## src/rtl/mem_arbiter.sv

```systemverilog
// rtl/mem_arbiter.sv - shares one single-outstanding 32-bit memory port between icache refills and dcache accesses
module mem_arbiter #(
    parameter int LINE_WORDS   = 8,
    parameter int STARVE_LIMIT = 4
) (
    input  logic                     clk,
    input  logic                     rst,
    input  logic                     ic_rd_req,
    input  logic [31:0]              ic_rd_addr,
    output logic                     ic_ret_valid,
    output logic [32*LINE_WORDS-1:0] ic_ret_data,
    input  logic                     dc_valid,
    input  logic                     dc_op,
    input  logic [31:0]              dc_addr,
    input  logic [3:0]               dc_wstrb,
    input  logic [31:0]              dc_wdata,
    output logic [31:0]              dc_rdata,
    output logic                     dc_data_ok,
    output logic                     mem_req,
    output logic                     mem_we,
    output logic [31:0]              mem_addr,
    output logic [3:0]               mem_wstrb,
    output logic [31:0]              mem_wdata,
    input  logic                     mem_ready,
    input  logic                     mem_rvalid,
    input  logic [31:0]              mem_rdata
);

    localparam int              BW         = (LINE_WORDS > 1) ? $clog2(LINE_WORDS) : 1;
    localparam logic [BW-1:0]   LAST_BEAT  = BW'(LINE_WORDS - 1);
    localparam logic [3:0]      STARVE_MAX = 4'(STARVE_LIMIT);

    typedef enum logic [2:0] {
        IDLE,
        IC_REQ,
        IC_WAIT,
        IC_RET,
        DC_REQ,
        DC_WAIT
    } state_t;

    state_t                    state_q;
    logic [BW-1:0]             beat_q;
    logic [3:0]                streak_q;
    logic [31:0]               base_q;
    logic                      dc_we_q;
    logic [31:0]               dc_addr_q;
    logic [3:0]                dc_wstrb_q;
    logic [31:0]               dc_wdata_q;
    logic [32*LINE_WORDS-1:0]  line_q;

    // dcache has priority unless icache has already lost STARVE_LIMIT grants in a row
    logic dc_wins;
    assign dc_wins = dc_valid && !(ic_rd_req && (streak_q == STARVE_MAX));

    always_ff @(posedge clk) begin
        if (rst) begin
            state_q    <= IDLE;
            beat_q     <= '0;
            streak_q   <= '0;
            base_q     <= '0;
            dc_we_q    <= 1'b0;
            dc_addr_q  <= '0;
            dc_wstrb_q <= '0;
            dc_wdata_q <= '0;
            line_q     <= '0;
        end else begin
            case (state_q)
                IDLE: begin
                    if (dc_wins) begin
                        dc_we_q    <= dc_op;
                        dc_addr_q  <= dc_addr;
                        dc_wstrb_q <= dc_wstrb;
                        dc_wdata_q <= dc_wdata;
                        if (ic_rd_req)
                            streak_q <= (streak_q == 4'hF) ? streak_q : streak_q + 4'd1;
                        else
                            streak_q <= '0;
                        state_q <= DC_REQ;
                    end else if (ic_rd_req) begin
                        base_q   <= ic_rd_addr & ~32'h1F;
                        streak_q <= '0;
                        beat_q   <= '0;
                        state_q  <= IC_REQ;
                    end
                end
                IC_REQ: begin
                    if (mem_ready)
                        state_q <= IC_WAIT;
                end
                IC_WAIT: begin
                    if (mem_rvalid) begin
                        line_q[32*beat_q +: 32] <= mem_rdata;
                        if (beat_q == LAST_BEAT) begin
                            state_q <= IC_RET;
                        end else begin
                            beat_q  <= beat_q + BW'(1);
                            state_q <= IC_REQ;
                        end
                    end
                end
                IC_RET: state_q <= IDLE;
                DC_REQ: begin
                    if (mem_ready)
                        state_q <= dc_we_q ? IDLE : DC_WAIT;
                end
                DC_WAIT: begin
                    if (mem_rvalid)
                        state_q <= IDLE;
                end
                default: state_q <= IDLE;
            endcase
        end
    end

    logic ic_req_st;
    logic dc_req_st;
    logic dc_wait_st;
    assign ic_req_st  = (state_q == IC_REQ);
    assign dc_req_st  = (state_q == DC_REQ);
    assign dc_wait_st = (state_q == DC_WAIT);

    // Bus fields are forced to zero whenever no request is presented
    assign mem_req   = ic_req_st || dc_req_st;
    assign mem_we    = dc_req_st && dc_we_q;
    assign mem_addr  = ic_req_st ? (base_q + (32'(beat_q) << 2)) :
                       dc_req_st ? dc_addr_q : 32'h0;
    assign mem_wstrb = (dc_req_st && dc_we_q) ? dc_wstrb_q : 4'h0;
    assign mem_wdata = dc_req_st ? dc_wdata_q : 32'h0;

    assign dc_data_ok   = (dc_req_st && dc_we_q && mem_ready) || (dc_wait_st && mem_rvalid);
    assign dc_rdata     = (dc_wait_st && mem_rvalid) ? mem_rdata : 32'h0;
    assign ic_ret_valid = (state_q == IC_RET);
    assign ic_ret_data  = line_q;

endmodule
```

## config.mk

```make
export PLATFORM = sky130hd
export DESIGN_NAME = mem_arbiter
export DESIGN_NICKNAME = d
export VERILOG_FILES = /design/src/rtl/mem_arbiter.sv
export SDC_FILE = /design/constraint.sdc
export NUM_CORES = 1
export LEC_CHECK = 0
export ABC_AREA = 1
export BUFFER_PORTS_ARGS = -buffer_cell sky130_fd_sc_hd__buf_4
export CORE_ASPECT_RATIO = 1.75
export CORE_MARGIN = 2
export CORE_UTILIZATION = 25
export DETAILED_ROUTE_END_ITERATION = 8
export GPL_TIMING_DRIVEN = 0
export PLACE_DENSITY = 0.45
export SYNTH_ARGS = -nofsm -noshare
export SYNTH_HDL_FRONTEND = slang
export SYNTH_SLANG_ARGS = --single-unit
```

## constraint.sdc

```tcl
create_clock -name clk -period 3.65 [get_ports clk]
set_clock_uncertainty 0.2 [all_clocks]
set_input_delay 0.1825 -clock clk [delete_from_list [all_inputs] [get_ports clk]]
set_output_delay 0.1825 -clock clk [all_outputs]
set_load 0.005 [all_outputs]
```

==> impl_metrics.env, run 1 <==
export IMPL_status="finished, final reports clean"
export IMPL_clk_latency_ps=560
export IMPL_syn_inst=2304
export IMPL_grt_usage_pct=24.13
export IMPL_yosysSeqAreaShare_pct=46.06
export IMPL_cts_sinks=362
export IMPL_grt_pass1_wl_mm=117.1
export IMPL_yosys_warnings=0
export IMPL_power_density_nw_per_um2=599.6
export IMPL_grt_max_degree=15
export IMPL_ios=499
export IMPL_grt_overflow=0
export IMPL_setup_viol=0
export IMPL_r2r_end="ic_ret_data[49]$_SDFFE_PP0P_"
export IMPL_slew_viol_final=0
export IMPL_rows=121
export IMPL_yosys_cell_types_count=26
export IMPL_routed_via_density=4.664
export IMPL_synth_area_top_cells="dfxtp_1 46%, nor2_1 13%, nand2_1 7.8%"
export IMPL_power_frac_comb_pct=35.1
export IMPL_critPathMaxFanout=10
export IMPL_postCtsSetupBuffers=0
export IMPL_initial_core_util_pct=25.29
export IMPL_antenna_found_initial=0
export IMPL_ys_async_sr_fraction_pct=0
export IMPL_finalCriticalPeriod_ps=3588
export IMPL_hpwl_mm=65.68
export IMPL_hold_violations=0
export IMPL_hp_class="in -> reg"
export IMPL_portBuffers=492
export IMPL_instances_no_fill=3802
export IMPL_timing_fmax_mhz=278.7
export IMPL_seqPwrFrac_pct=32.5
export IMPL_wl_per_cell_um=21.41
export IMPL_first_global_vias=17730
export IMPL_vdd_drop_max_mv=0.3573
export IMPL_worstReg2RegStart="beat_q[0]$_SDFFE_PP0P_"
export IMPL_root_buffer="clkbuf_16"
export IMPL_drtPass1Iterations=6
export IMPL_die_width_um=193.6
export IMPL_vias=17730
export IMPL_routed_wl_mm=81.42
export IMPL_htreeDepth=2
export IMPL_switching_share_pct=39.62
export IMPL_cap_violations=0
export IMPL_r2r_slack_ps=60
export IMPL_fp_coreArea_um2=62220
export IMPL_placed_cells=3595
export IMPL_p_int_mw=8.416
export IMPL_place_congestion=0.9031
export IMPL_drive_above_1_share_pct=22.25
export IMPL_path_clk_slew_ps=60
export IMPL_postLayoutCellArea_um2=23250
export IMPL_final_nets=3117
export IMPL_die_area_um2=65040
export IMPL_ant_nets=0
export IMPL_critPathLaunch="beat_q[0]$_SDFFE_PP0P_"
export IMPL_pwr_share_clk_pct=32.5
export IMPL_worstSetupPathType="reg -> reg"
export IMPL_timing_final_crit_share_pct=98.31
export IMPL_yosysTopAreaCell="dfxtp_1"
export IMPL_syn_nets=2450
export IMPL_cp_end_kind="flip-flop"
export IMPL_drt_iter0_markers=1030
export IMPL_syn2layout_area_growth_pct=47.75
export IMPL_slew_headroom_pct=29.55
export IMPL_worst_slew_pin_slew_ps=1057
export IMPL_reg2reg_depth=11
export IMPL_power_leakage_nw=10.40
export IMPL_cts_buffers_inserted=40
export IMPL_placed_cell_area_um2=20430
export IMPL_synthesis_area_um2=15730
export IMPL_cp_arrival_ps=3870
export IMPL_rsz0062_at_grt="yes"
export IMPL_drc=0
export IMPL_synth_top_area_share_pct=46.06
export IMPL_die_h_um=335.9
export IMPL_p_sw_mw=5.522
export IMPL_required_ps=3930
export IMPL_synth_edf_count=0
export IMPL_crit_path_start_kind="flip-flop"
export IMPL_cts_buffer_depth=3
export IMPL_cts_tree="yes"
export IMPL_cp_endpoint="ic_ret_data[49]$_SDFFE_PP0P_"
export IMPL_ys_flop_type="dfxtp_1"
export IMPL_synth_seq_cells=362
export IMPL_syn_area_per_cell_um2=6.829
worst min path at each step:
stage                         startpoint                            to  slack (ps)  cells past startpoint
after detailed placement  ic_rd_addr[17]       base_q[17]$_SDFFE_PP0P_         250                      3
after CTS                            rst  ic_ret_data[12]$_SDFFE_PP0P_          30                      3
after global placement    ic_rd_addr[17]       base_q[17]$_SDFFE_PP0P_         230                      3
final                                rst  ic_ret_data[12]$_SDFFE_PP0P_          60                      3
after floorplan           ic_rd_addr[17]       base_q[17]$_SDFFE_PP0P_         130                      2
after global routing                 rst  ic_ret_data[11]$_SDFFE_PP0P_          80                      3
cell families (layout without fill, tap and decap cells):
logic type	count (synthesis)	in the layout	synth area share, %
AND/OR/NAND/NOR	1120	1120	29.47
AO/OA/AOI/OAI	421	421	13.63
buffers and inverters	392	1090	10.17
flip-flops	362	362	46.06
adder cells (fa/ha/maj)	7	7	0.5566
XOR/XNOR	2	2	0.1114
other	0	1	0
critical path, stage by stage (launching register included):
cell      delay (ps)
dfxtp_1          380
inv_2             80
clkbuf_2         250
clkbuf_2         350
ha_1             320
ha_1             210
clkbuf_1         360
nor3_1           800
nand2_1          220
nor2_1           140
nand2_1           60
a21oi_1          120
per-layer routing:
metal	GRT usage [%]	share of wire [%]
met2	45.87	52
met1	26.52	38
met3	4.835	6.5
met4	7.975	3.3
met5	0	0
what timing repair did:
item,CTS,global route
pin swaps,0,0
gates resized for setup,5,14
hold endpoints to repair,173,0
setup endpoints to repair,156,78
hold buffers,133,0
layout by cell type, fill, tap and decap left out, drive strengths merged:
master / netlist / routed
o22ai: 30 / 30
bufinv: 0 / 7
xnor2: 1 / 1
xor2: 1 / 1
buf: 105 / 595
diode: 0 / 1
nor3: 80 / 80
dfxtp: 362 / 362
ha: 7 / 7
nand3b: 2 / 2
nand3: 100 / 100
clkbuf: 73 / 132
dlygate4sd3: 0 / 133
inv: 211 / 212
o21ai: 162 / 162
clkinvlp: 0 / 2
a21oi: 229 / 229
clkinv: 3 / 9
nand4: 51 / 51
nor2: 558 / 558
nand2: 329 / 329
cell type report:
cell class,count,area (µm²)
timing repair buffer,625,5025
clock inverter,16,275.3
fill,6734,38980
inverter,214,803.3
clock buffer,57,1167
buffer,178,807.0
antenna,1,2.502
multi-input combinational,1550,6919
sequential,362,7247
tap,799,999.7
cells in the mapped netlist, types with 20 or more instances:
library cell,n
o22ai_1,30
inv_1,202
clkbuf_1,73
dfxtp_1,362
nand3_1,99
nor3_1,80
o21ai_1,20
o21ai_0,142
nor2_1,549
nand2_1,325
nand4_1,50
buf_1,32
buf_2,58
a21oi_1,229
power by group through the flow:
stage          clock [mW]  combinational, mW  sequential [mW]
6_report             4.52               4.89             4.53
2_1_floorplan           0               2.79             4.57
3_3_place_gp            0               4.65             4.60
4_1_cts              4.63               4.86             4.53
5_1_grt              4.75               5.31             4.57
3_5_place_dp            0               4.71             4.61
flip-flops by register name, indices dropped and copies added, names as in the netlist:
name / flops
ic_ret_data: 256
dc_addr_q: 32
dc_wdata_q: 32
base_q: 27
dc_wstrb_q: 4
streak_q: 4
beat_q: 3
state_q: 3
dc_we_q: 1
metrics by stage:
step | utilization (%) | hold WS, ps | total power [mW] | TNS (ps) | setup slack [ps]
global placement | 32.83 | 234.4 | 9.246 | -20390 | -387.3
CTS | 37.31 | 25.86 | 14.02 | 0 | 13.92
finish | 37.36 | 58.78 | 13.94 | 0 | 61.84
floorplan | - | 131.3 | 7.358 | 0 | 928.6
detailed placement | 32.83 | 245.7 | 9.324 | -25940 | -436.0
global route | 37.36 | 76.64 | 14.63 | -263.1 | -69.88
(Power assumes the default switching activity.)
==> run 2: changes to the inputs <==
--- a/config.mk
+++ b/config.mk
@@ -11,7 +11,6 @@
 export CORE_MARGIN = 2
 export CORE_UTILIZATION = 25
 export DETAILED_ROUTE_END_ITERATION = 8
-export GPL_TIMING_DRIVEN = 0
 export PLACE_DENSITY = 0.45
 export SYNTH_ARGS = -nofsm -noshare
 export SYNTH_HDL_FRONTEND = slang
==> impl_metrics.env, run 2 (synthesis results as in run 1) <==
export IMPL_grt_pass1_wl_mm=107.7
export IMPL_wl_per_cell_um=20.03
export IMPL_htreeDepth=2
export IMPL_worstSetupPathType="reg -> reg"
export IMPL_first_global_vias=16490
export IMPL_die_area_um2=65040
export IMPL_grt_use_met3_pct=4.885
export IMPL_cts_buffers_inserted=39
export IMPL_timing_fmax_mhz=307.7
export IMPL_vias=17030
export IMPL_setup_tns_ps=0
export IMPL_critPathBufInv=5
export IMPL_power_density_nw_per_um2=589.0
export IMPL_die_width_um=193.6
export IMPL_hpwl_mm=53.83
export IMPL_cp_end_kind="flip-flop"
export IMPL_postCtsSetupBuffers=0
export IMPL_root_buffer="clkbuf_16"
export IMPL_ant_nets=0
export IMPL_setup_slack_ps=400.3
export IMPL_required_ps=3950
export IMPL_power_mw=13.46
export IMPL_ios=499
export IMPL_drt_iter0_markers=923
export IMPL_cpPeakStageDelay_ps=570
export IMPL_grt_overflow=0
export IMPL_drc=0
export IMPL_postLayoutCellArea_um2=22840
export IMPL_timing_final_crit_share_pct=89.03
export IMPL_slowest_stage="dlygate4sd3_1"
export IMPL_largest_reg_flops=256
export IMPL_place_congestion=0.8768
export IMPL_layout_common_cells="546 x nor2_1, 535 x buf_4, 362 x dfxtp_1"
export IMPL_power_leakage_nw=10.17
export IMPL_die_h_um=335.9
export IMPL_cts_sinks=362
export IMPL_routed_via_density=4.635
export IMPL_antenna_found_initial=1
export IMPL_portBuffers=493
export IMPL_critPathMaxFanout=6
export IMPL_post_route_util_pct=36.71
export IMPL_initial_core_util_pct=25.29
export IMPL_hp_class="in -> reg"
export IMPL_grt_usage_pct=21.80
export IMPL_cp_cell_sequence="inv_1 > ha_1 > nand2_1 > inv_1 > nand2_1 > nand4_1 > dlygate4sd3_1 > nand3_1 > dlygate4sd3_1 > nand2_1 > nor2_1 > dlygate4sd3_1"
export IMPL_use_met2_pct=37.75
export IMPL_gr_usage_met1_pct=25.31
export IMPL_grt_busiest_layer="met2"
export IMPL_cp_arrival_ps=3550
export IMPL_slew_headroom_pct=28.71
export IMPL_cts_tree="yes"
export IMPL_r2r_slack_ps=400
export IMPL_status="finished, final reports clean"
export IMPL_slew_viol_final=0
export IMPL_path_clk_slew_ps=60
export IMPL_rsz0062_at_grt="no"
export IMPL_dp_slack_ps=734.7
export IMPL_cp_top_family="buffers and inverters"
export IMPL_fp_coreArea_um2=62220
export IMPL_routed_wl_mm=73.59
export IMPL_finalCriticalPeriod_ps=3250
export IMPL_hold_violations=0
export IMPL_crit_path_start_kind="flip-flop"
export IMPL_syn2layout_area_growth_pct=45.19
export IMPL_antennaDiodeCount=0
export IMPL_layout_commonest_cell="nor2_1"
export IMPL_drtPass1Iterations=5
export IMPL_worst_slew_pin_slew_ps=1061
export IMPL_setup_viol=0
export IMPL_fillers=6677
export IMPL_grt_max_degree=105
export IMPL_placed_cell_area_um2=20120
export IMPL_final_nets=2993
export IMPL_vdd_drop_max_mv=0.4038
export IMPL_rows=121
export IMPL_clk_latency_ps=560
export IMPL_cap_violations=0
export IMPL_cts_buffer_depth=3
export IMPL_drive_above_1_share_pct=22.09
run 2: cell type report:
class | instances | area (µm²) | area share (%)
tap | 799 | 999.7 | 4.376
multi-input combinational | 1550 | 6942 | 30.39
sequential | 362 | 7247 | 31.72
timing repair buffer | 680 | 5518 | 24.15
inverter | 214 | 810.8 | 3.549
clock buffer | 58 | 1200 | 5.252
clock inverter | 10 | 127.6 | 0.5587
run 2: path summary, 6_finish.rpt:
path	startpoint	endpoint	depth (start not counted)
min	mem_rvalid	state_q[0]$_SDFFE_PP0P_	6
min reg2reg	dc_addr_q[2]$_SDFFE_PP0P_	dc_addr_q[2]$_SDFFE_PP0P_	2
max reg2reg	streak_q[0]$_SDFFE_PP0P_	streak_q[1]$_SDFFE_PP0P_	12
max	streak_q[0]$_SDFFE_PP0P_	streak_q[1]$_SDFFE_PP0P_	12
run 2: per-stage QoR:
| step | hold WS (ps) | cells |
|---|---|---|
| final | 73.03 | 3673 |
| after global routing | 107.5 | 3673 |
| after CTS | 32.78 | 3673 |
| after detailed placement | 235.8 | 3465 |
| after global placement | 239.6 | 3465 |
| after floorplan | 131.3 | 2304 |
run 2: report_power, final:
part	total, mW	switching (mW)	internal [mW]
Clock	4.20	1.72	2.48
Combinational	4.73	3.42	1.30
Sequential	4.53	0.177	4.36
run 2: what timing repair did:
item	4_1_cts	5_1_grt
endpoints found under the hold margin	186	0
gates resized for setup	0	0
hold buffers	140	0
run 2: worst min-delay path: stages:
cell and delay, ps:
buf_4 100, inv_1 90, nand2_1 90, nand3b_1 140, nor2_1 140, nor2_1 50
run 2: routing by layer:
metal / vias up / part of all wire [%]
li1: 8431 / -
met1: 7834 / 40
met2: 647 / 48
met3: 114 / 7.0
met4: 0 / 5.0
met5: - / 0
